File: config.mk
export PLATFORM = sky130hd
export DESIGN_NAME = sa_sequencer_flat
export DESIGN_NICKNAME = d
export VERILOG_FILES = /design/src/rtl/sa_sequencer_if.sv /design/src/rtl/sa_sequencer.sv /design/src/flat_wrapper.sv
export SDC_FILE = /design/constraint.sdc
export NUM_CORES = 1
export LEC_CHECK = 0
export CAP_MARGIN = 40
export CORE_MARGIN = 1
export CORE_UTILIZATION = 43
export CTS_BUF_LIST = sky130_fd_sc_hd__clkbuf_4 sky130_fd_sc_hd__clkbuf_8
export DETAILED_ROUTE_END_ITERATION = 7
export PLACE_DENSITY = 0.84
export SKIP_CTS_REPAIR_TIMING = 1
export SYNTH_ARGS = -nofsm -noshare
export SYNTH_HDL_FRONTEND = slang
export SYNTH_SLANG_ARGS = --single-unit
File: constraint.sdc
create_clock -name i_clk -period 2.25 [get_ports i_clk]
set_input_delay 0.3375 -clock i_clk [delete_from_list [all_inputs] [get_ports i_clk]]
set_output_delay 0.3375 -clock i_clk [all_outputs]
set_load 0.02 [all_outputs]
File: src/rtl/sa_sequencer_if.sv
// Row-beat bus between the tile feeder and the systolic array input skew logic.
interface sa_sequencer_if #(
  parameter int unsigned N  = 3,
  parameter int unsigned DW = 8
);
  localparam int unsigned W = N * DW;

  logic         i_start;
  logic         i_valid;
  logic         o_ready;
  logic [W-1:0] i_A;
  logic [W-1:0] i_B;
  logic [W-1:0] o_A;
  logic [W-1:0] o_B;
  logic         o_push;
  logic         o_pe_clr;
  logic         o_busy;
  logic         o_done;

  // Feeder / testbench side
  modport master (
    output i_start, i_valid, i_A, i_B,
    input  o_ready, o_A, o_B, o_push, o_pe_clr, o_busy, o_done
  );

  // Sequencer side
  modport slave (
    input  i_start, i_valid, i_A, i_B,
    output o_ready, o_A, o_B, o_push, o_pe_clr, o_busy, o_done
  );
endinterface

File: src/rtl/sa_sequencer.sv
// Tile sequencer for an N x N systolic array: clears PEs, feeds N row/column
// beats, waits for the array to drain, then pulses done.
module sa_sequencer #(
  parameter int unsigned N         = 3,
  parameter int unsigned DW        = 8,
  parameter int unsigned DRAIN_CYC = 3 * N - 2
) (
  input  logic           i_clk,
  input  logic           i_rst_n,
  sa_sequencer_if.slave  sif
);
  localparam int unsigned W       = N * DW;
  localparam int unsigned CNT_MAX = (N > DRAIN_CYC) ? N : DRAIN_CYC;
  localparam int unsigned CW      = $clog2(CNT_MAX + 1);

  localparam logic [2:0] ST_IDLE  = 3'd0;
  localparam logic [2:0] ST_CLEAR = 3'd1;
  localparam logic [2:0] ST_FEED  = 3'd2;
  localparam logic [2:0] ST_DRAIN = 3'd3;
  localparam logic [2:0] ST_DONE  = 3'd4;

  logic [2:0]    state_q, state_d;
  logic [CW-1:0] cnt_q, cnt_d;
  logic [W-1:0]  a_q, a_d;
  logic [W-1:0]  b_q, b_d;
  logic          push_q, push_d;
  logic          pe_clr_q;
  logic          done_q;
  logic          accept;

  assign accept = (state_q == ST_FEED) && sif.i_valid;

  // Next state, shared beat/drain counter, and next beat payload
  always_comb begin
    state_d = state_q;
    cnt_d   = cnt_q;
    push_d  = 1'b0;
    a_d     = '0;
    b_d     = '0;
    case (state_q)
      ST_IDLE: begin
        if (sif.i_start) state_d = ST_CLEAR;
      end
      ST_CLEAR: begin
        cnt_d   = '0;
        state_d = ST_FEED;
      end
      ST_FEED: begin
        if (accept) begin
          push_d = 1'b1;
          a_d    = sif.i_A;
          b_d    = sif.i_B;
          if (cnt_q == CW'(N - 1)) begin
            cnt_d   = '0;
            state_d = ST_DRAIN;
          end else begin
            cnt_d = cnt_q + CW'(1);
          end
        end
      end
      ST_DRAIN: begin
        if (cnt_q == CW'(DRAIN_CYC - 1)) begin
          cnt_d   = '0;
          state_d = ST_DONE;
        end else begin
          cnt_d = cnt_q + CW'(1);
        end
      end
      ST_DONE: begin
        state_d = ST_IDLE;
      end
      default: begin
        state_d = ST_IDLE;
        cnt_d   = '0;
      end
    endcase
  end

  // State and registered outputs; done is taken off the DONE state so it
  // lands DRAIN_CYC+1 cycles after the last push
  always_ff @(posedge i_clk or negedge i_rst_n) begin
    if (!i_rst_n) begin
      state_q  <= ST_IDLE;
      cnt_q    <= '0;
      a_q      <= '0;
      b_q      <= '0;
      push_q   <= 1'b0;
      pe_clr_q <= 1'b0;
      done_q   <= 1'b0;
    end else begin
      state_q  <= state_d;
      cnt_q    <= cnt_d;
      a_q      <= a_d;
      b_q      <= b_d;
      push_q   <= push_d;
      pe_clr_q <= (state_d == ST_CLEAR);
      done_q   <= (state_q == ST_DONE);
    end
  end

  assign sif.o_A      = a_q;
  assign sif.o_B      = b_q;
  assign sif.o_push   = push_q;
  assign sif.o_pe_clr = pe_clr_q;
  assign sif.o_done   = done_q;
  assign sif.o_ready  = (state_q == ST_FEED);
  assign sif.o_busy   = (state_q != ST_IDLE);
endmodule

File: src/flat_wrapper.sv
// flat-port wrapper written by rule: the top's interface ports become plain ports
module sa_sequencer_flat 
#(
  parameter int unsigned N         = 3,
  parameter int unsigned DW        = 8,
  parameter int unsigned DRAIN_CYC = 3 * N - 2
)
  (i_clk, i_rst_n, sif_i_start, sif_i_valid, sif_i_A, sif_i_B, sif_o_ready, sif_o_A, sif_o_B, sif_o_push, sif_o_pe_clr, sif_o_busy, sif_o_done);
  sa_sequencer_if #(.N(N), .DW(DW)) sif_i ();
  input  logic i_clk;
  input  logic i_rst_n;
  input wire logic [$bits(sif_i.i_start)-1:0] sif_i_start;
  input wire logic [$bits(sif_i.i_valid)-1:0] sif_i_valid;
  input wire logic [$bits(sif_i.i_A)-1:0] sif_i_A;
  input wire logic [$bits(sif_i.i_B)-1:0] sif_i_B;
  output wire logic [$bits(sif_i.o_ready)-1:0] sif_o_ready;
  output wire logic [$bits(sif_i.o_A)-1:0] sif_o_A;
  output wire logic [$bits(sif_i.o_B)-1:0] sif_o_B;
  output wire logic [$bits(sif_i.o_push)-1:0] sif_o_push;
  output wire logic [$bits(sif_i.o_pe_clr)-1:0] sif_o_pe_clr;
  output wire logic [$bits(sif_i.o_busy)-1:0] sif_o_busy;
  output wire logic [$bits(sif_i.o_done)-1:0] sif_o_done;
  assign sif_i.i_start = sif_i_start;
  assign sif_i.i_valid = sif_i_valid;
  assign sif_i.i_A = sif_i_A;
  assign sif_i.i_B = sif_i_B;
  assign sif_o_ready = sif_i.o_ready;
  assign sif_o_A = sif_i.o_A;
  assign sif_o_B = sif_i.o_B;
  assign sif_o_push = sif_i.o_push;
  assign sif_o_pe_clr = sif_i.o_pe_clr;
  assign sif_o_busy = sif_i.o_busy;
  assign sif_o_done = sif_i.o_done;
  sa_sequencer #(.N(N), .DW(DW), .DRAIN_CYC(DRAIN_CYC)) u_core (.i_clk(i_clk), .i_rst_n(i_rst_n), .sif(sif_i));
endmodule
==> run_results.csv, run 1 <==
group,metric,value,unit
yosys,syn_area_per_cell,13.5,µm²
critical_path,end_kind,"output port",
timing,period_needed,2040,ps
clock_tree,htreeDepth,3,
yosys,yosysWarnings,0,
timing,tightest_slew,588,ps
critical_path,max_stage_delay,600,ps
critical_path,crit_path_top_delay_cell,"clkdlybuf4s50_1",
clock_tree,cts_buffer_depth,2,
timing,report.final.slew_viol_count,0,
detailed_routing,drc,0,
layout,antennaDiodeCount,0,
floorplan,core-area,4410,µm²
yosys,yosysUniqueCellTypes,25,
clock_tree,cts_tree,"built",
critical_path,critPathKind,"flop to output port",
yosys,ys_ff_latch,57,
yosys,ys_top_cells_by_area,"dfrtp_1, and2_1, ha_1",
global_route,grt_pass1_vias,1446,
layout,nNetsFinal,312,
floorplan,chipHeight,70.1,µm
critical_path,critPathMaxFanout,7,
layout,multi_input_area,509,µm²
timing,max_freq,491,MHz
status,outcome,"finished, final reports clean",
place,placedCellCount,299,
power,peakVddDrop,0.607,mV
yosys,synth_top_area_share,71.6,%
global_route,antenna_found_initial,0,
critical_path,critPathRequiredTime,1910,ps
yosys,synth.most_common_cell,"dfrtp_1",
yosys,syn_nets,202,
layout,area_growth,64.3,%
detailed_routing,drt-total-wl,4250,µm
timing,hold_violations,0,
place,place_ws,516,ps
power,leakage,1.51,nW
detailed_routing,final_antenna_net_count,0,
clock_tree,numCtsBuffers,9,
place,io_buffers,104,
layout,drive_gt1_share,7.98,%
detailed_routing,first_iter_violations,61,
floorplan,start_util,45.2,%
timing,fin_setup_tns,0,ps
min_path,min_path_type,"input port to async pin",
timing,post-route-period-util,90.5,%
critical_path,critPathArrivalTime,1700,ps
floorplan,rows,24,
timing,fin_skew,6.24,ps
floorplan,ioPinCount,105,
timing,rsz0062_at_grt,"no",
place,gp_congestion,0.739,
clock_tree,clk_pin_slew,60,ps
yosys,ys_top_cells_by_count,"dfrtp_1, and2_1, nand3_1, nor2_1",
timing,relSlewSlack,60.7,%
yosys,synth_edf_count,0,
yosys,ys_seq_area_share,71.6,%
yosys,synth_area,1990,µm²
critical_path,worst_setup_path_start_kind,"flop",
layout,stdcell_count,315,
global_route,grt_overflow,0,
power,fin_total_pwr,0.00344,W
yosys,synth_flop_cell,"dfrtp_1",
detailed_routing,routed-via-count,1454,
detailed_routing,drtPass1Iterations,4,
clock_tree,clock_latency,310,ps
place,dpl.hpwl,3030,µm
timing,layout_setup_ws,215,ps
clock_tree,clkSinkCount,57,
yosys,yosysTopAreaCell,"dfrtp_1",
layout,seq_area,1430,µm²
job,cap_violations,0,
detailed_routing,vias_per_cell,4.62,
clock_tree,cts-root-buf,"clkbuf_8",
yosys,syn_inst,148,
global_route,grt.total_usage,18.8,%
floorplan,die-area,4910,µm²
power,p_per_area,1050,nW/µm²
global_route,grt_first_pass_wirelength,6870,µm
floorplan,die_w,70.1,µm
critical_path,crit_chain,"nand2b_1, nor2_1, clkdlybuf4s50_1",
global_route,grt_max_degree,50,
layout,num-fill-cells,300,
yosys,async_reset_ff_share,100,%
timing,hold_slack,9.91,ps
timing,setup_viol,0,
detailed_routing,wl_per_cell,13.5,µm
## worst paths after layout
| path | start | endpoint | slack [ps] | cells past startpoint |
|---|---|---|---|---|
| min | i_rst_n | u_core.sif.o_B[3] | 10 | 1 |
| max reg2reg | u_core.state_q[1] | u_core.sif.o_B[6] | 740 | 4 |
| min reg2reg | u_core.cnt_q[1] | u_core.cnt_q[1] | 560 | 2 |
| max in group asynchronous | i_rst_n | u_core.cnt_q[1] | 1660 | 2 |
| min in group i_clk | u_core.cnt_q[1] | u_core.cnt_q[1] | 560 | 2 |
| max | u_core.state_q[2] | sif_o_ready | 210 | 3 |
## cells by family (layout without fill, tap and decap cells)
logic type	Yosys count	in the layout	share of synthesized area, %
adder cells (fa/ha/maj)	2	2	1.26
flip-flops	57	57	71.6
AND/OR/NAND/NOR	70	70	21.4
AO/OA/AOI/OAI	8	8	2.89
buffers and inverters	11	126	2.89
## placed cells by master (no fill, tap or decap), types with 2 or more instances in the layout
cell | synthesis | layout
nand2b_1 | 3 | 3
nand3_1 | 5 | 5
clkinv_2 | 0 | 2
clkbuf_8 | 0 | 10
clkdlybuf4s50_1 | 0 | 103
dfrtp_1 | 57 | 57
nor2_1 | 5 | 5
and2_1 | 49 | 49
nand2_1 | 2 | 2
ha_1 | 2 | 2
inv_1 | 4 | 4
clkbuf_4 | 0 | 3
o31ai_1 | 2 | 2
## layer usage
layer | routed length (µm) | track usage, % | vias to the layer above
met3 | 301 | 7.07 | 6
li1 | - | - | 684
met4 | 40 | 6.67 | 0
met5 | 0 | 0 | -
met1 | 1740 | 22.4 | 696
met2 | 2170 | 31.1 | 68
## power breakdown
| group | leakage (nW) | total, W | internal, W | switching (W) |
|---|---|---|---|---|
| combinational | 0.653 | 0.00116 | 0.000577 | 0.000580 |
| clock | 0.108 | 0.000943 | 0.000576 | 0.000367 |
| sequential | 0.753 | 0.00134 | 0.00123 | 0.000103 |
| total | 1.51 | 0.00344 | 0.00239 | 0.00105 |
## layout make-up
class                           instances  area share [%]
Multi-Input combinational cell         80            15.5
Inverter                                5           0.573
Timing Repair Buffer                  105            32.2
Tap cell                               52            1.99
Clock inverter                          3            1.22
Clock buffer                           13            4.89
Sequential cell                        57            43.5
## critical path: cells and delay by family, from the launching register on
kind	cells	cell delay (ps)
and+or+nand+nor	2	320
DFF	1	470
buffers and inverters	1	600
## stage by stage
step	instance area, µm²	utilization [%]
floorplan	1990	-
global placement	3080	69.7
detailed placement	3080	69.7
CTS	3280	74.2
global route	3280	74.2
finish	3280	74.2
## state kept, by name (all words and copies together) (netlist names)
| register | count |
|---|---|
| u_core.state_q | 3 |
| u_core.sif.o_pe_clr | 1 |
| u_core.sif.o_push | 1 |
| u_core.sif.o_A | 24 |
| u_core.sif.o_B | 24 |
| u_core.sif.o_done | 1 |
| u_core.cnt_q | 3 |
Note: power is estimated with default switching activity, not from simulation.
==> inputs of run 2 (changes only) <==
- CORE_UTILIZATION: 43 -> 36
- PLACE_DENSITY: 0.84 -> 0.74
- clock period: 2.25 -> 1.7 ns (I/O delays scaled with it)
==> run 2 against run 1 <==
  * First-iteration DRC count up 39%
  * Final area increased by 2.3%
  * Cell count is 7.6% higher
==> run_results.csv, run 2 (synthesis results as in run 1) <==
group,metric,value,unit
place,gp_congestion,0.848,
timing,post-route-period-util,92.1,%
critical_path,critPathRequiredTime,1440,ps
timing,fin_skew,5.46,ps
critical_path,max_stage_delay,380,ps
timing,period_needed,1570,ps
clock_tree,cts-root-buf,"clkbuf_8",
place,io_buffers,104,
floorplan,ioPinCount,105,
layout,nNetsFinal,319,
timing,relSlewSlack,70.9,%
layout,final_common_cell,"clkdlybuf4s50_1",
timing,setup_viol,0,
power,leakage,1.55,nW
status,outcome,"finished, final reports clean",
floorplan,rows,26,
clock_tree,htreeDepth,3,
detailed_routing,vias_per_cell,4.30,
floorplan,chipHeight,76.4,µm
power,fin_total_pwr,0.00451,W
detailed_routing,first_iter_violations,85,
min_path,min_path_type,"input port to async pin",
place,dpl.hpwl,3160,µm
floorplan,start_util,38.3,%
timing,tightest_slew,436,ps
timing,report.final.slew_viol_count,0,
timing,rsz0062_at_grt,"no",
detailed_routing,routed-via-count,1459,
critical_path,reg2reg_depth,6,
clock_tree,cts_buffer_depth,2,
global_route,grt_pass1_vias,1510,
critical_path,critPathArrivalTime,1310,ps
critical_path,r2r-start,"u_core.state_q[2]",
clock_tree,clk_pin_slew,60,ps
critical_path,reg2reg_setup_slack,360,ps
timing,hold_violations,0,
job,cap_violations,0,
floorplan,core-area,5200,µm²
critical_path,crit_chain,"or3_1, dlymetal6s2s_1",
detailed_routing,final_antenna_net_count,0,
detailed_routing,drt-total-wl,4300,µm
critical_path,worst_setup_path_start_kind,"flop",
global_route,antenna_found_initial,0,
layout,area_growth,68.1,%
timing,hold_slack,398,ps
detailed_routing,wl_per_cell,12.7,µm
timing,max_freq,639,MHz
global_route,grt.total_usage,16.8,%
critical_path,r2r_end,"u_core.sif.o_B[0]",
power,peakVddDrop,0.703,mV
clock_tree,cts_tree,"built",
global_route,grt_overflow,0,
clock_tree,numCtsBuffers,9,
floorplan,die-area,5840,µm²
critical_path,critPathKind,"flop to output port",
detailed_routing,drtPass1Iterations,4,
floorplan,die_w,76.4,µm
layout,antennaDiodeCount,0,
clock_tree,clock_latency,330,ps
power,p_per_area,1350,nW/µm²
critical_path,critPathMaxFanout,3,
critical_path,end_kind,"output port",
global_route,grt_max_degree,29,
detailed_routing,drc,0,
layout,drive_gt1_share,9.67,%
clock_tree,clkSinkCount,57,
global_route,grt_first_pass_wirelength,7300,µm
layout,mostFrequentLayoutCells,"clkdlybuf4s50_1, dfrtp_1, and2_1",
critical_path,crit_start,"u_core.state_q[1]",
critical_path,crit_path_top_delay_cell,"dfrtp_1",
[run 2: cell types whose count changed in the layout (fill, tap and decap cells not counted), moves of 2 or more]
cell and delta:
buf_4 +5, clkbuf_4 -3, clkbuf_8 +2, clkdlybuf4s50_1 -2, dlymetal6s2s_1 +2
[run 2: how the worst max path moves through the flow]
stage                       to
2_1_floorplan  u_core.cnt_q[2]
3_3_place_gp        sif_o_busy
5_1_grt             sif_o_busy
4_1_cts             sif_o_busy
6_report            sif_o_busy
3_5_place_dp        sif_o_busy
[run 2: routing by layer]
layer / track usage [%] / vias to the layer above / part of all wire (%)
met1: 19.8 / 680 / 42
met4: 6.73 / 0 / 0.70
met5: 0 / - / 0
met2: 26.5 / 78 / 48
li1: - / 697 / -
met3: 7.90 / 4 / 8.8
[run 2: where the power goes]
part	switching, W	total [W]	internal [W]	leakage, nW
combinational	0.000802	0.00164	0.000839	0.700
clock	0.000499	0.00113	0.000632	0.0980
sequential	0.000106	0.00174	0.00163	0.753
total	0.00141	0.00451	0.00310	1.55
[run 2: stage by stage]
| step | TNS [ps] | utilization (%) | cells | cell area (µm²) | setup slack, ps |
|---|---|---|---|---|---|
| after detailed placement | 0 | 60.6 | 323 | 3160 | 150 |
| after global routing | 0 | 64.4 | 339 | 3350 | 20.0 |
| after CTS | -429 | 64.1 | 338 | 3340 | -222 |
| final | 0 | 64.4 | 339 | 3350 | 135 |
| after global placement | 0 | 60.6 | 323 | 3160 | 149 |
| after floorplan | 0 | - | 148 | 1990 | 473 |
[run 2: cell type report]
type | instances | area, µm²
multi-input cells | 80 | 509
repair buffers | 112 | 1130
well taps | 70 | 87.6
flip-flops and latches | 57 | 1430
fillers | 415 | 1850
clock inverters | 3 | 15.0
clock buffers | 12 | 165
inverters | 5 | 18.8
[run 2: critical path, delay by kind of cell (launching register included)]
kind          cells  cell delay [ps]
buf+inv           1              220
flops             1              380
simple gates      1              380
